--- config.mk ---
export PLATFORM = sky130hd
export DESIGN_NAME = time_set_ctrl_flat
export DESIGN_NICKNAME = d
export VERILOG_FILES = /design/src/rtl/time_set_ctrl_if.sv /design/src/rtl/time_set_ctrl.sv /design/src/flat_wrapper.sv
export SDC_FILE = /design/constraint.sdc
export NUM_CORES = 1
export LEC_CHECK = 0
export ABC_AREA = 1
export CAP_MARGIN = 15
export CORE_MARGIN = 2
export CORE_UTILIZATION = 40
export CTS_BUF_LIST = sky130_fd_sc_hd__clkbuf_4 sky130_fd_sc_hd__clkbuf_8
export CTS_CLUSTER_SIZE = 28
export DETAILED_ROUTE_END_ITERATION = 10
export PLACE_DENSITY = 0.73
export REMOVE_ABC_BUFFERS = 1
export SYNTH_ARGS = -nofsm -noshare
export SYNTH_HDL_FRONTEND = slang
export SYNTH_SLANG_ARGS = --single-unit
--- constraint.sdc ---
create_clock -name clk -period 3.6 [get_ports clk]
set_clock_uncertainty 0.2 [all_clocks]
set_input_delay 0.72 -clock clk [delete_from_list [all_inputs] [get_ports clk]]
set_output_delay 0.72 -clock clk [all_outputs]
set_load 0.01 [all_outputs]
--- src/rtl/time_set_ctrl_if.sv ---
// Button, live-time and load/blank signals between the time-set controller and
// the clock datapath; the controller takes the slave side.
interface time_set_ctrl_if;
    logic       btn_mode;
    logic       btn_inc;
    logic       blink_tick;
    logic [4:0] cur_hour;
    logic [5:0] cur_min;
    logic       run_en;
    logic [4:0] set_hour;
    logic [5:0] set_min;
    logic       load;
    logic       blank_hour;
    logic       blank_min;
    logic [1:0] mode_state;

    modport master (
        output btn_mode, btn_inc, blink_tick, cur_hour, cur_min,
        input  run_en, set_hour, set_min, load, blank_hour, blank_min, mode_state
    );

    modport slave (
        input  btn_mode, btn_inc, blink_tick, cur_hour, cur_min,
        output run_en, set_hour, set_min, load, blank_hour, blank_min, mode_state
    );
endinterface

--- src/rtl/time_set_ctrl.sv ---
// Time-setting controller: MODE/INC edit sequence RUN -> SET_HOUR -> SET_MIN -> RUN.
// Define AUTO_REPEAT_EN to add auto-repeat of INC while it is held.
module time_set_ctrl #(
    parameter int          HOUR_MOD   = 24,
    parameter int          MIN_MOD    = 60,
    parameter logic [15:0] REPEAT_DLY = 16'd500,
    parameter logic [15:0] REPEAT_PER = 16'd100
) (
    input  logic           clk,
    input  logic           glob_rst_n,
    time_set_ctrl_if.slave bus
);

    typedef enum logic [1:0] {
        RUN      = 2'b00,
        SET_HOUR = 2'b01,
        SET_MIN  = 2'b10,
        ILLEGAL  = 2'b11
    } state_t;

    localparam logic [4:0] HOUR_MAX = 5'(HOUR_MOD - 1);
    localparam logic [5:0] MIN_MAX  = 6'(MIN_MOD - 1);

    state_t     state, state_next;
    logic       mode_q, inc_q;
    logic       phase, phase_next;
    logic [4:0] hour_r, hour_next;
    logic [5:0] min_r, min_next;
    logic       load_r, load_next;
    logic       mode_ev, inc_ev, inc_fire, editing;

    assign mode_ev = bus.btn_mode & ~mode_q;
    assign inc_ev  = bus.btn_inc & ~inc_q;
    assign editing = (state == SET_HOUR) || (state == SET_MIN);

`ifdef AUTO_REPEAT_EN
    logic [15:0] rep_cnt, rep_cnt_next;
    logic        rep_on, rep_on_next;
    logic        rep_fire;
    logic [15:0] rep_limit;

    // rep_cnt holds cycles since the press (or last repeat); zero means no armed press.
    assign rep_limit = rep_on ? REPEAT_PER : REPEAT_DLY;
    assign rep_fire  = editing && bus.btn_inc && inc_q &&
                       (rep_cnt != 16'd0) && (rep_cnt == rep_limit);

    always_comb begin
        rep_cnt_next = rep_cnt;
        rep_on_next  = rep_on;
        if ((state_next != state) || !editing || !bus.btn_inc) begin
            rep_cnt_next = 16'd0;
            rep_on_next  = 1'b0;
        end else if (inc_ev) begin
            rep_cnt_next = 16'd1;
            rep_on_next  = 1'b0;
        end else if (rep_cnt != 16'd0) begin
            if (rep_fire) begin
                rep_cnt_next = 16'd1;
                rep_on_next  = 1'b1;
            end else begin
                rep_cnt_next = rep_cnt + 16'd1;
            end
        end
    end

    always_ff @(posedge clk) begin
        if (!glob_rst_n) begin
            rep_cnt <= 16'd0;
            rep_on  <= 1'b0;
        end else begin
            rep_cnt <= rep_cnt_next;
            rep_on  <= rep_on_next;
        end
    end

    assign inc_fire = inc_ev | rep_fire;
`else
    logic unused_repeat;
    assign unused_repeat = ^{REPEAT_DLY, REPEAT_PER};
    assign inc_fire      = inc_ev;
`endif

    always_ff @(posedge clk) begin
        if (!glob_rst_n) begin
            state  <= RUN;
            mode_q <= 1'b0;
            inc_q  <= 1'b0;
            phase  <= 1'b0;
            hour_r <= 5'd0;
            min_r  <= 6'd0;
            load_r <= 1'b0;
        end else begin
            state  <= state_next;
            mode_q <= bus.btn_mode;
            inc_q  <= bus.btn_inc;
            phase  <= phase_next;
            hour_r <= hour_next;
            min_r  <= min_next;
            load_r <= load_next;
        end
    end

    // MODE is checked before INC so a simultaneous INC event is dropped.
    always_comb begin
        state_next = state;
        hour_next  = hour_r;
        min_next   = min_r;
        load_next  = 1'b0;
        case (state)
            RUN: begin
                if (mode_ev) begin
                    state_next = SET_HOUR;
                    hour_next  = bus.cur_hour;
                    min_next   = bus.cur_min;
                end
            end
            SET_HOUR: begin
                if (mode_ev) begin
                    state_next = SET_MIN;
                end else if (inc_fire) begin
                    hour_next = (hour_r == HOUR_MAX) ? 5'd0 : hour_r + 5'd1;
                end
            end
            SET_MIN: begin
                if (mode_ev) begin
                    state_next = RUN;
                    load_next  = 1'b1;
                end else if (inc_fire) begin
                    min_next = (min_r == MIN_MAX) ? 6'd0 : min_r + 6'd1;
                end
            end
            default: begin
                state_next = RUN;
            end
        endcase

        phase_next = phase ^ bus.blink_tick;
        if (state_next != state) begin
            phase_next = 1'b0;
        end
    end

    assign bus.run_en     = (state == RUN);
    assign bus.set_hour   = hour_r;
    assign bus.set_min    = min_r;
    assign bus.load       = load_r;
    assign bus.blank_hour = phase & (state == SET_HOUR);
    assign bus.blank_min  = phase & (state == SET_MIN);
    assign bus.mode_state = state;

endmodule

--- src/flat_wrapper.sv ---
// flat-port wrapper written by rule: the top's interface ports become plain ports
module time_set_ctrl_flat 
#(
    parameter int          HOUR_MOD   = 24,
    parameter int          MIN_MOD    = 60,
    parameter logic [15:0] REPEAT_DLY = 16'd500,
    parameter logic [15:0] REPEAT_PER = 16'd100
)
  (clk, glob_rst_n, bus_btn_mode, bus_btn_inc, bus_blink_tick, bus_cur_hour, bus_cur_min, bus_run_en, bus_set_hour, bus_set_min, bus_load, bus_blank_hour, bus_blank_min, bus_mode_state);
  time_set_ctrl_if bus_i ();
  input  logic clk;
  input  logic glob_rst_n;
  input wire logic [$bits(bus_i.btn_mode)-1:0] bus_btn_mode;
  input wire logic [$bits(bus_i.btn_inc)-1:0] bus_btn_inc;
  input wire logic [$bits(bus_i.blink_tick)-1:0] bus_blink_tick;
  input wire logic [$bits(bus_i.cur_hour)-1:0] bus_cur_hour;
  input wire logic [$bits(bus_i.cur_min)-1:0] bus_cur_min;
  output wire logic [$bits(bus_i.run_en)-1:0] bus_run_en;
  output wire logic [$bits(bus_i.set_hour)-1:0] bus_set_hour;
  output wire logic [$bits(bus_i.set_min)-1:0] bus_set_min;
  output wire logic [$bits(bus_i.load)-1:0] bus_load;
  output wire logic [$bits(bus_i.blank_hour)-1:0] bus_blank_hour;
  output wire logic [$bits(bus_i.blank_min)-1:0] bus_blank_min;
  output wire logic [$bits(bus_i.mode_state)-1:0] bus_mode_state;
  assign bus_i.btn_mode = bus_btn_mode;
  assign bus_i.btn_inc = bus_btn_inc;
  assign bus_i.blink_tick = bus_blink_tick;
  assign bus_i.cur_hour = bus_cur_hour;
  assign bus_i.cur_min = bus_cur_min;
  assign bus_run_en = bus_i.run_en;
  assign bus_set_hour = bus_i.set_hour;
  assign bus_set_min = bus_i.set_min;
  assign bus_load = bus_i.load;
  assign bus_blank_hour = bus_i.blank_hour;
  assign bus_blank_min = bus_i.blank_min;
  assign bus_mode_state = bus_i.mode_state;
  time_set_ctrl #(.HOUR_MOD(HOUR_MOD), .MIN_MOD(MIN_MOD), .REPEAT_DLY(REPEAT_DLY), .REPEAT_PER(REPEAT_PER)) u_core (.clk(clk), .glob_rst_n(glob_rst_n), .bus(bus_i));
endmodule
==> results by group, run 1 <==
Global routing
  • Overflow left after global routing: 0
  • Antenna violations before repair: 0
  • Pin count of the biggest net entering global routing: 16
  • Overall fraction of global-route tracks in use: 18.4%
  • Vias in the first global route: 1,015
  • Global-route wire length before repair: 3.95 mm

Clocking
  • Clock Path Buffers: 2
  • Clock Latency Late Sink: 280 ps
  • Clock slew at reported path FFs: 100 ps
  • Clock sink count: 17
  • Post-CTS repair timing setup buffer count: 0
  • H-tree levels: 1
  • CTS buffer count: 3
  • Cts hold-fix bufs: 0
  • Count of cells resized by post-cts repair: 0
  • Cell chosen for the clock root: clkbuf_4
  • CTS tree: yes

Routing
  • DRC violations left: 0
  • DR vias/cell: 4.85
  • Starting DRT DRC Count: 9
  • Overall via count from detail_route: 1,068
  • ANT nets after route: 0
  • WL final: 2.34 mm
  • Iteration count of the initial detailed-routing pass: 4
  • Wire per inst: 10.6 um

Min path
  • Number of instances on the worst hold path: 1
  • Hold wc startpoint: u_core.mode_q
  • Class of the tightest hold or removal check: reg2reg
  • Worst min-delay path endpoint: u_core.bus.load

STA
  • Post-route fraction of the period consumed by the critical path: 76.3%
  • Count of endpoints failing hold in the final timing report: 0
  • Slew Limit Headroom: 63.8%
  • Highest Clock Rate: 364 MHz
  • Final period demand of the worst path: 2750 ps
  • Worst-Margin Slew: 541 ps
  • Setup repair after global routing missed its margin: no
  • Setup violators final: 0
  • Fin Setup TNS: 0 ps
  • Number of pins exceeding their max-slew limit in the final report: 0

Die
  • Initial Utilization: 43.2%
  • Floorplan die area: 2870 sq um
  • Die Y-Extent: 53.6 um
  • Std-Cell Rows: 17
  • Number of top-level pins: 33
  • Horizontal die dimension: 53.6 um
  • Area of the core: 2280 sq um

Logic synthesis
  • Number of enable flip-flop cells after synthesis: 0
  • Area share of the largest cell type after synthesis: 34.6%
  • Mapped Area: 983 sq um
  • Gate Count Post-Synth: 158
  • Leading cell types by total area after synthesis: dfxtp_1, nand2_1, nor2_1
  • Async set-or-reset flop fraction in the synthesized netlist: 0%
  • Cell type with the highest aggregate area in the netlist: dfxtp_1
  • Yosys warnings: 0
  • Top flip-flop cell by instance count after synthesis: dfxtp_1
  • Post-synthesis register bit count: 17
  • Per-instance average area after synthesis: 6.22 sq um
  • Number of library cell types mapped by synthesis: 26
  • Sequential-to-total area share from yosys stat: 34.6%

Layout
  • Area of the multi-input gates: 544 sq um
  • Final layout net count: 211
  • Layout cells sized above 1: 7.29%
  • Filler cell count in the final layout: 236
  • Count of antenna diodes in the layout: 0
  • Area overhead of the layout relative to synthesis: 38.3%
  • Register Area: 340 sq um

Setup path
  • Kind of start point of the critical path: flip-flop
  • CP Class: reg2out
  • Cell type of the slowest stage on the worst timing path: clkdlybuf4s50_1
  • Startpoint of the worst register-to-register path: u_core.bus.set_min[0]
  • CP endpoint kind: output port
  • Register-to-register setup slack: 1950 ps
  • Capturing point of the worst reg2reg path: u_core.bus.set_min[0]
  • Crit path arrival time: 1830 ps
  • Largest stage delay on the critical path: 540 ps
  • Critical Path RT: 2680 ps
  • Peak fanout along the critical path: 7
  • Number of cells on the worst reg-to-reg path: 6
  • CP Cell Sequence: inv_2 -> nor2_2 -> inv_1 -> nor2_1 -> clkdlybuf4s50_1

Placed design
  • Routability Congestion: 0.751
  • Detailed Place HPWL: 1.84 mm
  • Number of port buffers: 32

Power
  • Sum of internal, switching and leakage power: 460 uW
  • Power density normalized to cell area: 338 nW/um^2
  • LEAKAGE: 0.000617 uW
  • Maximum VDD drop: 0.222 mV

Job
  • Max-cap violations: 0

Outcome
  • Result of the run: finished, final reports clean
==> cell usage after synthesis, types with 2 or more instances <==
| cell type | number |
|---|---|
| nand2_2 | 2 |
| ha_1 | 2 |
| nand3_1 | 12 |
| nand4_1 | 2 |
| dfxtp_1 | 17 |
| inv_2 | 3 |
| nor2_1 | 31 |
| o21ai_0 | 9 |
| inv_1 | 21 |
| a21oi_1 | 3 |
| nand2_1 | 41 |
==> routing by layer <==
| layer | share of wire (%) | track usage [%] | wire length (um) | up-vias |
|---|---|---|---|---|
| met5 | 0 | 0 | 0 | - |
| met4 | 0.47 | 5.13 | 11 | 0 |
| met3 | 3.5 | 2.50 | 82 | 2 |
| met2 | 50 | 35.2 | 1170 | 20 |
| met1 | 46 | 21.2 | 1080 | 482 |
| li1 | - | - | - | 564 |
==> power by group <==
part	leakage, uW	internal (uW)	switching (uW)
logic	0.000458	64.8	61.7
registers	0.000140	204	20.6
clock network	0.0000184	50.5	58.2
==> sequential cells by signal (all words and copies together) (netlist names) <==
register	flops
u_core.bus.mode_state	2
u_core.bus.set_min	6
u_core.mode_q	1
u_core.bus.load	1
u_core.inc_q	1
u_core.phase	1
u_core.bus.set_hour	5
==> worst max-delay path by stage <==
stage	startpoint	to	slack [ps]	cells past startpoint
final	u_core.bus.mode_state[0]	bus_blank_hour	850	5
after global routing	u_core.bus.mode_state[0]	bus_blank_hour	760	5
after CTS	u_core.bus.mode_state[0]	bus_blank_hour	830	5
after detailed placement	u_core.bus.mode_state[0]	bus_blank_hour	1160	5
after global placement	u_core.bus.mode_state[0]	bus_blank_hour	1230	5
after floorplan	u_core.bus.mode_state[0]	bus_blank_hour	1690	4
==> logic make-up after synthesis <==
| group | Yosys count | synth area share [%] |
|---|---|---|
| fa+ha+maj | 2 | 2.54 |
| buf+inv | 26 | 10.1 |
| flops | 17 | 34.6 |
| simple gates | 93 | 40.6 |
| compound gates | 18 | 10.4 |
| xor+xnor | 2 | 1.78 |
==> cell type report <==
class / instances / share of cell area [%]
Multi-Input combinational cell: 115 / 40.0
Sequential cell: 17 / 25.0
Timing Repair Buffer: 32 / 23.6
Inverter: 24 / 6.62
Tap cell: 28 / 2.58
Clock buffer: 4 / 2.21
==> cells in the final DEF, fill, tap and decap left out <==
cell type,n
nand3_2,1
o22ai_1,1
inv_2,3
nor2_1,31
inv_1,21
a211oi_1,1
nor3_1,1
a21oi_1,3
a21oi_2,1
o21ai_1,1
nand3_1,12
xor2_1,1
o21bai_1,1
o21ai_0,9
nand2_4,1
nand2_2,2
nor2_2,1
nor2_4,1
ha_1,2
nand4_1,2
nand2_1,41
clkbuf_4,4
o31ai_1,1
xnor2_1,1
clkdlybuf4s50_1,32
dfxtp_1,17
==> metrics by stage <==
| step | hold slack (ps) | util [%] | cell area (sq um) | setup WS [ps] | instances |
|---|---|---|---|---|---|
| after floorplan | 224 | - | 975 | 1690 | 156 |
| after global placement | 258 | 58.4 | 1330 | 1230 | 216 |
| after detailed placement | 258 | 58.4 | 1330 | 1160 | 216 |
| after CTS | 276 | 59.8 | 1360 | 835 | 220 |
| after global routing | 304 | 59.8 | 1360 | 757 | 220 |
| final | 271 | 59.8 | 1360 | 853 | 220 |
==> critical path, delay by kind of cell (launching register included) <==
kind          cells  cell delay [ps]
buf+inv           3              780
flops             1              460
simple gates      2              310
Note: power is estimated with default switching activity, not from simulation.
==> inputs of run 2 (changes only) <==
==> constraint.sdc (replaced) <==
create_clock -name clk -period 2.6 [get_ports clk]
set_clock_uncertainty 0.2 [all_clocks]
set_input_delay 0.52 -clock clk [delete_from_list [all_inputs] [get_ports clk]]
set_output_delay 0.52 -clock clk [all_outputs]
set_load 0.01 [all_outputs]
==> run 2 against run 1 <==
  * Core utilization up 0.38 points
  * Critical path depth is the same
  * Cell count is 0.45% higher
  * Sequential share of layout area fell by 0.069 points
  * Non-clock buffer count up 1
  * Sequential cell count unchanged
  * Critical endpoint is now bus_blank_min
  * Largest cell class unchanged
==> results by group, run 2 (synthesis results as in run 1) <==
Power
  • Cell-internal power: 432 uW (+35%)
  • Sum of internal, switching and leakage power: 646 uW (+41%)
  • Combinational Power Share: 27.3% (-0.2 points)
  • Maximum VDD drop: 0.380 mV (+71%)
  • Clock share of power: 24.6% (+0.9 points)
  • Reported net switching power: 214 uW (+52%)
  • LEAKAGE: 0.000618 uW (about the same)
  • Fraction of power consumed by sequential logic: 48.2% (-0.6 points)
  • Power density normalized to cell area: 472 nW/um^2 (+40%)
  • Switching share of power: 33.1% (+2.5 points)

STA
  • Highest Clock Rate: 404 MHz
  • Number of pins exceeding their max-slew limit in the final report: 0 (unchanged)
  • Final period demand of the worst path: 2480 ps
  • Slew Limit Headroom: 78.0% (+14 points)
  • Worst-Margin Slew: 327 ps (-214 ps)
  • Fin Setup TNS: 0 ps (unchanged)
  • Setup violators final: 0 (unchanged)
  • Count of endpoints failing hold in the final timing report: 0 (unchanged)
  • Post-route fraction of the period consumed by the critical path: 95.2%
  • Setup repair after global routing missed its margin: no

Job
  • Max-cap violations: 0 (unchanged)

Clocking
  • Clock slew at reported path FFs: 120 ps (+20 ps)
  • CTS tree: yes
  • Cell chosen for the clock root: clkbuf_4
  • H-tree levels: 1 (unchanged)
  • Clock Path Buffers: 2 (unchanged)
  • Clock sink count: 17 (unchanged)
  • CTS buffer count: 3 (unchanged)
  • Clock Latency Late Sink: 310 ps (+30 ps)

Placed design
  • Number of port buffers: 32 (unchanged)
  • Routability Congestion: 0.765 (+1.8%)
  • Detailed Place HPWL: 1.86 mm (+0.90%)
  • Post-place instance area: 1340 sq um (+0.56%)
  • Dpl cells: 217 (+0.46%)

Layout
  • Most frequent cells in the layout: nand2_1, clkdlybuf4s50_1, nor2_1, inv_1, dfxtp_1
  • Final cell area excluding filler cells: 1370 sq um (+0.64%)
  • Count of antenna diodes in the layout: 0 (unchanged)
  • Area overhead of the layout relative to synthesis: 39.2%
  • Filler-free cell count of the finished design: 221 (+0.45%)
  • Final layout net count: 212 (+0.47%)
  • Max reg flops: 6 (unchanged)
  • Leading cell type in the layout, fill and taps excluded: nand2_1
  • Layout cells sized above 1: 8.81% (+1.5 points)

Die
  • Number of top-level pins: 33 (unchanged)
  • Initial Utilization: 43.2% (unchanged)
  • Die Y-Extent: 53.6 um (unchanged)
  • Std-Cell Rows: 17 (unchanged)
  • Horizontal die dimension: 53.6 um (unchanged)
  • Floorplan die area: 2870 sq um (unchanged)
  • Area of the core: 2280 sq um (unchanged)

Setup path
  • Peak fanout along the critical path: 7 (unchanged)
  • Logic depth of the worst path, buffers included: 5 (unchanged)
  • Kind of cell adding the most delay to the critical path: buffers and inverters
  • Kind of start point of the critical path: flip-flop
  • CP endpoint kind: output port
  • CP Class: reg2out
  • Worst path buffer plus inverter count: 3 (unchanged)
  • Cell type of the slowest stage on the worst timing path: clkdlybuf4s50_1
  • Number of cells on the worst reg-to-reg path: 6 (unchanged)
  • Largest stage delay on the critical path: 550 ps (about the same)
  • CP Cell Sequence: inv_2 -> nor2_4 -> inv_1 -> nor2_1 -> clkdlybuf4s50_1
  • Critical Path RT: 1880 ps (-800 ps)
  • Crit path arrival time: 1760 ps (-70 ps)

Min path
  • Class of the tightest hold or removal check: reg2reg
  • Number of instances on the worst hold path: 1 (unchanged)

Routing
  • ANT nets after route: 0 (unchanged)
  • Wire per inst: 10.5 um (-1.0%)
  • Starting DRT DRC Count: 12 (+3)
  • Overall via count from detail_route: 1,090 (+2.1%)
  • DR vias/cell: 4.93 (+1.6%)
  • DRC violations left: 0 (unchanged)
  • Iteration count of the initial detailed-routing pass: 4 (unchanged)
  • WL final: 2.33 mm (-0.60%)

Global routing
  • M2 GR Usage: 34.0% (-1.2 points)
  • Vias in the first global route: 966 (-4.8%)
  • Most congested layer reported by global routing: met2
  • Global-route wire length before repair: 3.84 mm (-2.6%)
  • Overall fraction of global-route tracks in use: 18.4% (-0.058 points)
  • Global-route track usage on met3: 4.17% (+1.7 points)
  • Overflow left after global routing: 0 (unchanged)
  • Antenna violations before repair: 0 (unchanged)
  • GR Util met1: 20.5% (-0.68 points)
  • Pin count of the biggest net entering global routing: 12 (-4)

Outcome
  • Result of the run: finished, final reports clean
-- run 2: cell count changes in the layout (fill, tap and decap cells not counted) --
cell and change:
clkinvlp_4 +1, inv_2 +1, inv_1 -1, dfxtp_2 +1, dfxtp_1 -1, clkbuf_4 -1, buf_4 +1
-- run 2: power groups by stage --
stage	clock (uW)	combinational [uW]	sequential (uW)
after floorplan	0	83.6	320
after global placement	0	174	315
after detailed placement	0	177	316
after CTS	159	177	311
after global routing	174	197	315
final	159	176	311
-- run 2: cell type report --
cell class | count | area [sq um]
clock buffers | 3 | 22.5
clock inverters | 1 | 7.51
fillers | 224 | 907
inverters | 24 | 90.1
multi-input cells | 115 | 544
flip-flops and latches | 17 | 342
well taps | 28 | 35.0
repair buffers | 33 | 328
-- run 2: final timing paths --
| path | to | startpoint | slack [ps] |
|---|---|---|---|
| setup / recovery | bus_blank_min | u_core.bus.mode_state[1] | 120 |
| hold / removal | u_core.bus.load | u_core.mode_q | 280 |
| setup reg to reg | u_core.bus.set_min[3] | u_core.bus.set_min[0] | 990 |
| hold reg to reg | u_core.bus.load | u_core.mode_q | 280 |
-- run 2: per-stage QoR --
| stage | util [%] | hold WS, ps | setup slack (ps) |
|---|---|---|---|
| global placement | 58.8 | 259 | 430 |
| global route | 60.1 | 302 | 8.85 |
| CTS | 60.1 | 280 | 8.67 |
| detailed placement | 58.8 | 259 | 365 |
| finish | 60.1 | 279 | 124 |
| floorplan | - | 224 | 890 |
-- run 2: per-layer routing --
layer,routed length [um],part of all wire (%)
met1,1040,45
met2,1110,48
met3,119,5.1
met4,55,2.4
met5,0,0
-- run 2: what timing repair did --
action,4_1_cts,5_1_grt
setup buffers,0,0
endpoints found under the setup margin,0,1
resized for setup,0,2
hold buffers,0,0
==> variant 1: new RTL, flow settings as in run 2 <==
Add a define of `AUTO_REPEAT_EN`.
--- a/src/rtl/time_set_ctrl.sv
+++ b/src/rtl/time_set_ctrl.sv
@@ -1,5 +1,7 @@
 // Time-setting controller: MODE/INC edit sequence RUN -> SET_HOUR -> SET_MIN -> RUN.
 // Define AUTO_REPEAT_EN to add auto-repeat of INC while it is held.
+`define AUTO_REPEAT_EN
+
 module time_set_ctrl #(
     parameter int          HOUR_MOD   = 24,
     parameter int          MIN_MOD    = 60,
Function: no difference found for any inputs over 10 cycles, from zero or initial values and one cycle with glob_rst_n low; that may be too few to reach the edited logic, so the function may still have changed.
==> variant 1 against run 2 <==
Sequential power rose by 89%; register-to-register slack lost 600 ps; sequential cell count is 17 higher; synthesized area up 110%; design area rose by 87%; setup slack gained 3.2 ps; worst hold slack gained 7.9 ps; critical endpoint is now bus_blank_hour; cell count up 89%; total power up 99%; routed wire length increased by 93%; utilization is 9.3 points lower.
==> variant 1: results <==
{
  "wl_met3_um": 212,
  "combPwrFrac_pct": 22.7,
  "total_power_w": 0.001289,
  "ys_types": 32,
  "largest_register_ffs": 16,
  "vdd_drop_max_mv": 0.2670,
  "switchingPower_w": 0.0003948,
  "track_usage_pct": 16.82,
  "met3_usage_pct": 4.858,
  "numCtsBuffers": 5,
  "cts.path.max_buffers": 2,
  "layout-drive-gt1-share_pct": 9.195,
  "nNetsFinal": 371,
  "status": "complete, no violations",
  "placed_cells": 410,
  "synth_compound_area_share_pct": 8.389,
  "dr_wl_met2_um": 2213,
  "met1_usage_pct": 18.19,
  "ys_top_cells_by_count": "66 x nand2_1, 57 x nor2_1, 44 x inv_1",
  "drt-initial-drc-count": 78,
  "grt_pass1_wl_um": 7941,
  "wl_met1_um": 1975,
  "hpwlAfterDp_um": 3418,
  "synthAdderAreaFrac_pct": 4.828,
  "clockRootBuffer": "clkbuf_8",
  "clkPwrFrac_pct": 31.7,
  "viasPerCell": 4.749,
  "synth_area_leaders": "dfxtp_1 33%, nand2_1 12%, nor2_1 10%",
  "grt_pass1_vias": 1907,
  "io_buffers": 32,
  "synth_mux_area_share_pct": 0.4828,
  "totalWireLength_um": 4489,
  "place_ws_ps": 175.9,
  "cts.clk_slew.worst_paths_ps": 80,
  "ys_seq_area_share_pct": 32.83,
  "cts_max_level": 2,
  "synthXorXnorAreaFrac_pct": 4.225,
  "gp_congestion": 0.8733
}
==> variant 1: cell types whose count changed after synthesis, sizes merged, moves of 5 or more <==
cell,before,now
nand4,2,7
inv,24,47
xor2,1,7
nand3,13,25
dfxtp,17,34
nor2,33,66
ha,2,8
nor3,1,6
nand2,44,72
==> variant 1: stage by stage <==
| step | hold WS, ps | cell area (sq um) |
|---|---|---|
| 6_report | 286.7 | 2562 |
| 5_1_grt | 322.8 | 2562 |
| 4_1_cts | 291.3 | 2560 |
| 3_5_place_dp | 275.6 | 2470 |
| 3_3_place_gp | 285.6 | 2470 |
| 2_1_floorplan | 260.8 | 2054 |
==> variant 1: layout make-up <==
class | count | area, sq um
multi-input cells | 226 | 1200
clock inverters | 2 | 13.76
inverters | 47 | 176.4
fillers | 508 | 2480
repair buffers | 33 | 327.8
clock buffers | 6 | 76.32
flip-flops and latches | 34 | 680.7
well taps | 70 | 87.58
==> variant 1: path summary, 6_finish.rpt <==
| check | startpoint | endpoint | slack, ps | depth (start not counted) |
|---|---|---|---|---|
| worst min-delay path | u_core.mode_q$_SDFF_PN0_ | u_core.bus.load$_SDFF_PN0_ | 290 | 1 |
| worst max-delay path | u_core.bus.mode_state[1]$_SDFF_PN0_ | bus_blank_hour | 130 | 5 |
| worst min register to register | u_core.mode_q$_SDFF_PN0_ | u_core.bus.load$_SDFF_PN0_ | 290 | 1 |
| worst max register to register | u_core.bus.mode_state[0]$_SDFF_PN0_ | u_core.bus.set_min[0]$_SDFFE_PN0P_ | 390 | 13 |
==> variant 1: critical path, cell delays in order, from the launching register on <==
cell and delay [ps]:
dfxtp_1 350, inv_1 180, ha_1 280, nand2_1 70, inv_1 50, clkdlybuf4s50_1 520
==> variant 2: new RTL, flow settings as in run 2 <==
Without the edit above. `MIN_MOD` is set to 60 in 2 places; all go to 30.
--- a/src/rtl/time_set_ctrl.sv
+++ b/src/rtl/time_set_ctrl.sv
@@ -2,7 +2,7 @@
 // Define AUTO_REPEAT_EN to add auto-repeat of INC while it is held.
 module time_set_ctrl #(
     parameter int          HOUR_MOD   = 24,
-    parameter int          MIN_MOD    = 60,
+    parameter int          MIN_MOD    = 30,
     parameter logic [15:0] REPEAT_DLY = 16'd500,
     parameter logic [15:0] REPEAT_PER = 16'd100
 ) (
--- a/src/flat_wrapper.sv
+++ b/src/flat_wrapper.sv
@@ -2,7 +2,7 @@
 module time_set_ctrl_flat 
 #(
     parameter int          HOUR_MOD   = 24,
-    parameter int          MIN_MOD    = 60,
+    parameter int          MIN_MOD    = 30,
     parameter logic [15:0] REPEAT_DLY = 16'd500,
     parameter logic [15:0] REPEAT_PER = 16'd100
 )
Formal check against the unedited RTL: not equivalent (a bounded check fails within 10 cycles, from zero or initial values and one cycle with glob_rst_n low).
==> variant 2 against run 2 <==
Die area grew 3.5%; sequential share of layout area shrank 0.71 points; synthesized cell count grew 1.9%; register-to-register slack gained 60 ps; setup slack lost 12 ps; sequential cell count is the same; largest power group unchanged; sequential power is essentially flat; design area grew 2.6%; synthesized area grew 3.8%; routed wire length grew 2.6%; total power shrank 1.7%.
==> variant 2: results <==
{
  "place_ws_ps": 419.8,
  "hpwlAfterDp_um": 1807,
  "drt_first_pass_iters": 4,
  "cts_resized": 0,
  "synth_mux_area_share_pct": 0,
  "totalWireLength_um": 2386,
  "nNetsFinal": 216,
  "viasPerCell": 4.668,
  "fillers": 254,
  "ys_seq_area_share_pct": 33.33,
  "synthAdderAreaFrac_pct": 3.676,
  "cp_data_arrival_time_ps": 1770,
  "clock_latency_ps": 300,
  "synth_area_leaders": "dfxtp_1 33%, nand2_1 14%, nor2_1 13%",
  "ys_top_cells_by_count": "39 x nand2_1, 35 x nor2_1, 20 x inv_1",
  "ys_types": 25,
  "grt_max_degree": 11,
  "synthXorXnorAreaFrac_pct": 1.716,
  "gp_congestion": 0.8147,
  "num_antenna_cells": 0,
  "track_usage_pct": 18.97,
  "cts.clk_slew.worst_paths_ps": 100,
  "vdd_drop_max_mv": 0.4354,
  "drt-initial-drc-count": 21,
  "grt_pass1_vias": 977,
  "relSlewSlack_pct": 81.05,
  "status": "complete, no violations",
  "layout-drive-gt1-share_pct": 8.163,
  "leakage_nw": 0.6265,
  "grt_pass1_wl_um": 4029,
  "yosys_warnings": 0,
  "cts.path.max_buffers": 2,
  "synth_compound_area_share_pct": 10.54
}
[variant 2: critical path, stage by stage, from the launching register on]
cell and delay, ps:
dfxtp_1 460, inv_2 80, nor2_4 140, inv_1 140, nor2_1 110, clkdlybuf4s50_1 540
[variant 2: cell families (layout without fill, tap and decap cells)]
logic type | Yosys count | after routing
DFF | 17 | 17
AOI/OAI and AO/OA | 19 | 19
adders and majority gates | 3 | 3
xor gates and xnor gates | 2 | 2
buffers and inverters | 25 | 60
and+or+nand+nor | 95 | 95
[variant 2: area by class of cell]
type / instances / area [sq um] / share of cell area (%)
multi-input cells: 119 / 584.3 / 41.62
flip-flops and latches: 17 / 340.3 / 24.24
repair buffers: 33 / 327.8 / 23.35
inverters: 23 / 86.33 / 6.150
well taps: 30 / 37.54 / 2.674
clock buffers: 3 / 22.52 / 1.604
clock inverters: 1 / 5.005 / 0.3565
[variant 2: per-stage QoR]
| stage | power (W) | cell area, sq um | cells |
|---|---|---|---|
| after global placement | 0.0004946 | 1376 | 222 |
| after global routing | 0.0006774 | 1404 | 226 |
| after floorplan | 0.0004087 | 1011 | 159 |
| after detailed placement | 0.0004989 | 1376 | 222 |
| final | 0.0006351 | 1404 | 226 |
| after CTS | 0.0006425 | 1404 | 226 |
[variant 2: per-layer routing]
layer / part of all wire [%] / global-route usage (%) / vias up
li1: - / - / 572
met2: 47 / 34.74 / 25
met3: 5.2 / 2.459 / 4
met4: 1.2 / 7.500 / 0
met1: 47 / 22.07 / 454
met5: 0 / 0 / -
[variant 2: final timing paths]
kind	from	end	slack [ps]	cells after the start
setup reg to reg	u_core.bus.set_min[0]$_SDFFE_PN0P_	u_core.bus.set_min[4]$_SDFFE_PN0P_	1050	6
setup / recovery	u_core.bus.mode_state[0]$_SDFF_PN0_	bus_blank_hour	110	5
hold / removal	u_core.mode_q$_SDFF_PN0_	u_core.bus.load$_SDFF_PN0_	260	1
hold reg to reg	u_core.mode_q$_SDFF_PN0_	u_core.bus.load$_SDFF_PN0_	260	1
[variant 2: report_power, final]
group,switching (W),internal (W)
clock,0.0000857,0.0000574
sequential,0.0000284,0.000282
combinational,0.0000889,0.0000923
